**config.mk**
```make
export PLATFORM = sky130hd
export DESIGN_NAME = uart_tx_arbiter
export DESIGN_NICKNAME = d
export VERILOG_FILES = /design/src/rtl/uart_tx_arbiter.sv
export SDC_FILE = /design/constraint.sdc
export NUM_CORES = 1
export LEC_CHECK = 0
export ABC_AREA = 1
export CAP_MARGIN = 30
export CORE_AREA = 4 4 56 58
export DETAILED_ROUTE_END_ITERATION = 7
export DIE_AREA = 0 0 60 62
export PLACE_DENSITY_LB_ADDON = 0.15
export RECOVER_POWER = 25
export SLEW_MARGIN = 5
export SYNTH_ARGS = -nofsm -noshare
export SYNTH_HDL_FRONTEND = slang
export SYNTH_SLANG_ARGS = --single-unit
export TNS_END_PERCENT = 1
```
**constraint.sdc**
```tcl
create_clock -name clk -period 1.76 [get_ports clk]
set_input_delay 0.264 -clock clk [delete_from_list [all_inputs] [get_ports clk]]
set_output_delay 0.264 -clock clk [all_outputs]
set_load 0.005 [all_outputs]
```
**src/rtl/uart_tx_arbiter.sv**
```systemverilog
// -----------------------------------------------------------------------------
// uart_tx_arbiter
//   Shares one UART transmitter between NUM_REQ byte-stream requesters.
//   Round-robin grant at message granularity: the granted requester keeps the
//   transmitter until it sends a byte flagged last, so messages never
//   interleave. Arbitration takes one cycle in IDLE; each byte then goes
//   ISSUE -> WAIT_BUSY -> WAIT_DONE.
//
//   Optional macro UART_ARB_TIMEOUT_EN: revoke a lock whose holder has left
//   req_valid low for LOCK_TIMEOUT idle cycles in ISSUE (pulses timeout_evt).
//   Without it timeout_evt is tied 0 and a lock is held until req_last.
//
// Ports
//   clk, reset     system clock, synchronous active-high reset
//   req_valid      per requester: a byte is offered on req_data[8i+:8]
//   req_last       per requester: the offered byte ends its message
//   req_data       packed request bytes
//   req_ready      one-hot pulse: requester's byte consumed this cycle
//   uart_tx_en     one-cycle send strobe to uart_tx
//   uart_tx_data   byte to send, valid with uart_tx_en
//   uart_tx_busy   transmitter busy
//   grant_valid    a requester holds the lock
//   grant_id       index of the lock holder
//   timeout_evt    one-cycle pulse on lock revocation
// -----------------------------------------------------------------------------
module uart_tx_arbiter #(
  parameter int NUM_REQ      = 4,
  parameter int ID_W         = 2,
  parameter int LOCK_TIMEOUT = 1000000
) (
  input  logic                 clk,
  input  logic                 reset,
  input  logic [NUM_REQ-1:0]   req_valid,
  input  logic [NUM_REQ-1:0]   req_last,
  input  logic [8*NUM_REQ-1:0] req_data,
  output logic [NUM_REQ-1:0]   req_ready,
  output logic                 uart_tx_en,
  output logic [7:0]           uart_tx_data,
  input  logic                 uart_tx_busy,
  output logic                 grant_valid,
  output logic [ID_W-1:0]      grant_id,
  output logic                 timeout_evt
);

  typedef enum logic [1:0] {
    IDLE      = 2'd0,
    ISSUE     = 2'd1,
    WAIT_BUSY = 2'd2,
    WAIT_DONE = 2'd3
  } state_t;

  state_t            state_q, state_d;
  logic [ID_W-1:0]   rr_ptr_q, rr_ptr_d;
  logic [ID_W-1:0]   grant_id_q, grant_id_d;
  logic              grant_valid_q, grant_valid_d;
  logic              last_flag_q, last_flag_d;

  logic              pick_found;
  logic [ID_W-1:0]   pick_id;
  logic [ID_W-1:0]   cand;
  logic              issue;
  logic              to_hit;

  // Round-robin search starting just after rr_ptr. Iterating from the farthest
  // candidate down lets the nearest valid requester overwrite earlier hits.
  // NOTE: every combinational output gets a default before any branch, so no
  // path leaves a signal unassigned and no latch is inferred.
  always_comb begin
    pick_found = 1'b0;
    pick_id    = '0;
    cand       = '0;
    for (int k = NUM_REQ; k >= 1; k--) begin
      cand = ID_W'((int'(rr_ptr_q) + k) % NUM_REQ);
      if (req_valid[cand]) begin
        pick_found = 1'b1;
        pick_id    = cand;
      end
    end
  end

  // A byte is handed over only when the transmitter is idle and the holder
  // is offering one; reset masks it so outputs are quiet during reset.
  assign issue = (state_q == ISSUE) && !reset && !uart_tx_busy &&
                 req_valid[grant_id_q];

`ifdef UART_ARB_TIMEOUT_EN
  localparam int TO_W = $clog2(LOCK_TIMEOUT + 1);
  logic [TO_W-1:0] to_cnt_q, to_cnt_d;

  assign to_hit = (state_q == ISSUE) && !reset && (to_cnt_q == TO_W'(LOCK_TIMEOUT));

  // Counts only idle ISSUE cycles; holds while the transmitter is busy and
  // clears on any issue or once ISSUE is left.
  always_comb begin
    to_cnt_d = '0;
    if (state_q == ISSUE && !issue && !to_hit) begin
      if (uart_tx_busy) to_cnt_d = to_cnt_q;
      else              to_cnt_d = to_cnt_q + TO_W'(1);
    end
  end

  always_ff @(posedge clk) begin
    if (reset) to_cnt_q <= '0;
    else       to_cnt_q <= to_cnt_d;
  end
`else
  assign to_hit = 1'b0;
`endif

  always_comb begin
    state_d       = state_q;
    rr_ptr_d      = rr_ptr_q;
    grant_id_d    = grant_id_q;
    grant_valid_d = grant_valid_q;
    last_flag_d   = last_flag_q;
    uart_tx_en    = 1'b0;
    uart_tx_data  = '0;
    req_ready     = '0;

    unique case (state_q)
      IDLE: begin
        if (pick_found) begin
          grant_id_d    = pick_id;
          grant_valid_d = 1'b1;
          state_d       = ISSUE;
        end
      end
      ISSUE: begin
        if (issue) begin
          uart_tx_en            = 1'b1;
          uart_tx_data          = req_data[8*grant_id_q +: 8];
          req_ready[grant_id_q] = 1'b1;
          last_flag_d           = req_last[grant_id_q];
          state_d               = WAIT_BUSY;
        end else if (to_hit) begin
          rr_ptr_d      = grant_id_q;
          grant_valid_d = 1'b0;
          state_d       = IDLE;
        end
      end
      WAIT_BUSY: begin
        if (uart_tx_busy) state_d = WAIT_DONE;
      end
      WAIT_DONE: begin
        if (!uart_tx_busy) begin
          if (last_flag_q) begin
            rr_ptr_d      = grant_id_q;
            grant_valid_d = 1'b0;
            state_d       = IDLE;
          end else begin
            state_d = ISSUE;
          end
        end
      end
      default: state_d = IDLE;
    endcase
  end

  // NOTE: sequential state uses non-blocking assignments so every register
  // samples its pre-edge value, independent of statement order.
  always_ff @(posedge clk) begin
    if (reset) begin
      state_q       <= IDLE;
      rr_ptr_q      <= ID_W'(NUM_REQ - 1);
      grant_id_q    <= '0;
      grant_valid_q <= 1'b0;
      last_flag_q   <= 1'b0;
    end else begin
      state_q       <= state_d;
      rr_ptr_q      <= rr_ptr_d;
      grant_id_q    <= grant_id_d;
      grant_valid_q <= grant_valid_d;
      last_flag_q   <= last_flag_d;
    end
  end

  assign grant_valid = grant_valid_q;
  assign grant_id    = grant_id_q;
  assign timeout_evt = to_hit;

endmodule

```
Word-level counts from Yosys, hierarchy flattened
Index checks and enable logic that the tools add are counted.

Add/subtract/negate cells: 4. Order comparisons: 6. Equal/unequal tests: 8. Shift-type cells: 1. Multiplexer cells: 38. Bitwise operators: 1. Reduce and logical (&&, ||, !) cells: 13.

Operator list (number): variable part select 32 x 6 -> 8 bit (1); 2-to-1 mux 1 bit (17); 2-to-1 mux 2 bit (8); 2-to-1 mux 8 bit (2); < comparator 2 x 3 -> 1 bit, second input constant (5); binary-select mux 1 bit (select 2 bit) (6); inequality test 2 bit, second input constant (5); 2-to-1 mux 4 bit (2); one-hot mux 2 bit (4 select lines) (1); AND reduction 4 bit (2); adder 2 x 1 -> 2 bit, second input constant (2); adder 2 bit, second input constant (2); == test 2 bit, second input constant (2); logical AND 1 bit (4); AND reduction 2 bit (2); AND reduction 3 bit (1); demux 1 bit (select 2 bit) (1); == test 2 x 1 -> 1 bit, second input constant (1); >= comparator 2 x 1 -> 1 bit, second input constant (1); logical NOT 1 bit (2); logical NOT 2 bit (1); one-hot mux 1 bit (2 select lines) (1); nonzero test 2 bit (1); NOT 1 bit (1).

Register bits: 8. Output and inout port bits: 17.

Longest topological paths before layout
Depth after elaboration: 9. Gate-level depth with buffers: 12. Mapped depth without buffers: 11.

Worst setup path before layout
No wires, ideal clock.

Kind: register -> output. From: register grant_id_q[0] (netlist: grant_id[0]). To: output port uart_tx_data[1]. Arrival time: 1.274 ns. Slack: 0.222 ns. Stages on the path, launching flop included: 8. Buffers on the path: 2. Cell sequence: dfxtp_1 > buf_6 > nor2_2 > nand2_1 > nand4_1 > nand2_2 > buf_4 > a41oi_2.

Cells in the longest elaborated chain, start to end: 5.

Ends and longest elaborated chain: start, declared (RTL line 54) `logic [ID_W-1:0] grant_id_q, grant_id_d;`; start signal, assigned (RTL line 171) `grant_id_q <= grant_id_d;`; parallel branches: the longest is 3 deep, another holds variable part select 32 x 6 -> 8 bit; 2-to-1 mux 8 bit * (RTL line 129) `if (issue) begin`; 2-to-1 mux 8 bit * (RTL line 120) `unique case (state_q)`; end, declared (RTL line 38) `output logic [7:0] uart_tx_data,`.

Mark *: on every way between the ends. The select of a mux whose other input is x is not followed.

Final worst setup path
From: register grant_id_q[0] (netlist: grant_id[0]). To: output port req_ready[2].

Cells in the longest elaborated chain, start to end: 6.

Ends and longest elaborated chain: < comparator 2 x 3 -> 1 bit (implied by the code) / >= comparator 2 x 1 -> 1 bit (equally long branches) (RTL line 132) `req_ready[grant_id_q] = 1'b1;`; logical AND 1 bit (implied by the code) (RTL line 132); 2-to-1 mux 1 bit (implied by the code) (RTL line 132); demux 1 bit (select 2 bit) (RTL line 132); 2-to-1 mux 4 bit * (RTL line 129); 2-to-1 mux 4 bit * (RTL line 120); end, declared (RTL line 36) `output logic [NUM_REQ-1:0] req_ready,`.

Mark *: on every way between the ends. The rest lies on a longest branch, timed or not. The select of a mux whose other input is x is not followed.

==> flow_metrics.tcl <==
set metrics [dict create \
    power_density_mw_per_mm2 882.9 \
    r2r-end "state_q[1]$_SDFFE_PP0P_" \
    gp_congestion 0.8187 \
    die_area_mm2 0.003720 \
    synth_cell_types 25 \
    vias_per_cell 5.160 \
    cts.hold.buffers_added 0 \
    path_class "reg2out" \
    synthArstFlopShare_pct 0 \
    core_mm2 0.002663 \
    pin_count 60 \
    yosys.area.top_type "nand2_1" \
    final_hold_viol_count 0 \
    cts-htree-levels 1 \
    antenna_cells 0 \
    postSynthCellCount 154 \
    clk_path_buf_depth 2 \
    maxCapViolations 0 \
    yosys-top-cells-area "nand2_1 (24%), dfxtp_1 (17%), a22oi_1 (8.8%), ha_1 (6.7%), nor2_1 (4.8%)" \
    end_kind "primary output" \
    drc 0 \
    p_leak_nw 0.8649 \
    final.setup.worst_slack_ps -124.3 \
    grt_max_degree 10 \
    place_area_mm2 0.001694 \
    layout_min_cycle_time_ps 1884 \
    p_sw_share_pct 44.35 \
    power.share.combinational_pct 72.0 \
    synth_seq_cells 8 \
    synthDominantCellAreaShare_pct 24.06 \
    whs_path_depth 2 \
    synth_edf_count 0 \
    cts-root-buf "clkbuf_4" \
    rsz0062_at_grt "true" \
    first_iter_violations 73 \
    place_ws_ps -443.1 \
    switching_power_mw 0.7158 \
    dieHeight_um 62 \
    place_inst 262 \
    ff2ff_setup_slack_ps -60 \
    ir_drop_uv 720.8 \
    required_ps 1500 \
    skew_ps 11.29 \
    grt_pass1_wl_mm 5.651 \
    dp_hpwl_mm 2.812 \
    fill_cells 220 \
    yosysSeqAreaShare_pct 17.11 \
    slew_viol_final 0 \
    worstHoldStart "grant_valid$_SDFFE_PP0P_" \
    initial_utilization_pct 35.15 \
    clk_pin_slew_ps 60 \
    cp-start-kind "flop" \
    finalCritPeriodShare_pct 107.1 \
    critical_path.max_fanout 5 \
    fmax_mhz 530.7 \
    ant_nets 0 \
    routedWlPerCell_um 13.71 \
    overflow 0 \
    cts.sinks 8 \
    layout.nets 294 \
    grt_use_total_pct 19.54 \
    layout_commonest_cell "nand2_1" \
    grt_pass1_vias 1365 \
    r2r_cells 12 \
    die_w_um 60 \
    most-common-layout-cells "nand2_1 (59), clkdlybuf4s50_1 (44), buf_4 (25)" \
    io_buffers 58 \
    intPower_mw 0.8981 \
    dr.pass1.iters 6 \
    synth_ff_type "dfxtp_1" \
    finalInstanceArea_mm2 0.001828 \
    fin_util_pct 68.66 \
    setup_violations 15 \
    sequentialPowerShare_pct 19.1 \
    hold_path_end "grant_valid$_SDFFE_PP0P_" \
    synth_area_um2 935.9 \
    area_growth_pct 95.32 \
    status "finished with violations" \
    cts_tree "built" \
    wl_mm 3.769 \
    rr_startpoint "grant_id[0]$_SDFFE_PP0P_" \
    cts_buffers 3 \
    syn-mean-instance-area_um2 6.077 \
    crit_arrival_ps 1620 \
    antenna_found_initial 0 \
    final_cell_count_no_fill 275 \
    num_rows 19 \
    synth_nets 202 \
    drive_gt1_share_pct 30.74 \
    vias 1419 \
    violations "setup timing" \
    yosysWarnings 0 \
    clock_latency_ps 260 \
    p_clk_share_pct 8.9 \
    worstHoldPathType "reg2reg" \
]
power by group through the flow:
stage	sequential (mW)	clock [mW]	combinational (mW)
6_report	0.308	0.143	1.16
5_1_grt	0.315	0.155	1.28
4_1_cts	0.308	0.145	1.15
3_5_place_dp	0.282	0	1.06
3_3_place_gp	0.279	0	1.03
2_1_floorplan	0.280	0	0.564
critical path: stages (launching register included):
cell     delay, ps
dfxtp_4        370
buf_6          130
nor2_8         100
nand2_1         50
nand4_1        190
nand2_2        140
buf_6          150
nor3_4          90
buf_2          140
final cells by class:
cell class | instances | area, µm² | area share [%]
timing repair buffer | 90 | 787.0 | 43.05
multi-input combinational | 130 | 755.7 | 41.34
sequential | 8 | 167.7 | 9.172
inverter | 13 | 56.30 | 3.080
tap | 31 | 38.79 | 2.122
clock buffer | 3 | 22.52 | 1.232
through the flow:
step | total power, mW | setup TNS, ps | hold WS, ps
global placement | 1.309 | -4446 | 450.5
global route | 1.749 | -2337 | 480.9
finish | 1.614 | -1236 | 460.5
detailed placement | 1.338 | -5199 | 455.4
floorplan | 0.8440 | 0 | 333.1
CTS | 1.600 | -619.5 | 470.8
state kept, by name, indices dropped and copies added (netlist names):
name / cells
grant_valid: 1
grant_id: 2
last_flag_q: 1
rr_ptr_q: 2
state_q: 2
cells by family (layout without fill, tap and decap cells):
| logic type | after synthesis | after routing | share of synthesized area [%] |
|---|---|---|---|
| simple gates | 91 | 92 | 43.18 |
| fa+ha+maj | 5 | 5 | 6.684 |
| buf+inv | 17 | 106 | 8.823 |
| compound gates | 31 | 31 | 22.73 |
| other cells | 1 | 1 | 0.4007 |
| flops | 8 | 8 | 17.11 |
| mux | 1 | 1 | 1.070 |
metal layers:
metal | wire length, µm | global-route usage (%) | vias to the layer above | part of all wire [%]
li1 | - | - | 692 | -
met1 | 1563 | 22.56 | 639 | 41
met2 | 1752 | 35.03 | 74 | 46
met3 | 370 | 4.132 | 14 | 9.8
met4 | 82 | 7.911 | 0 | 2.2
met5 | 0 | 0 | - | 0
Yosys cell counts (all sizes together) (3+ instances only):
| cell | instances |
|---|---|
| a21oi | 9 |
| a22oi | 11 |
| a41oi | 3 |
| buf | 4 |
| dfxtp | 8 |
| ha | 5 |
| inv | 13 |
| nand2 | 62 |
| nand3 | 9 |
| nor2 | 17 |
| o21ai | 5 |
worst max path at each step:
stage                       to  slack (ps)  cells past startpoint                      from
3_3_place_gp   uart_tx_data[2]        -400                      6              req_valid[3]
2_1_floorplan  uart_tx_data[1]         220                      7  grant_id[0]$_SDFFE_PP0P_
4_1_cts           req_ready[2]         -80                      8  grant_id[0]$_SDFFE_PP0P_
5_1_grt           req_ready[2]        -210                      8  grant_id[0]$_SDFFE_PP0P_
3_5_place_dp   uart_tx_data[4]        -440                      6              req_valid[3]
6_report          req_ready[2]        -120                      8  grant_id[0]$_SDFFE_PP0P_
repair_timing:
item | in CTS | in global routing
setup endpoints to repair | 13 | 15
cloned | 1 | 0
pin swaps | 3 | 3
setup buffers | 8 | 1
gates resized for setup | 73 | 6
No activity file was read; power rests on OpenSTA's default activity.
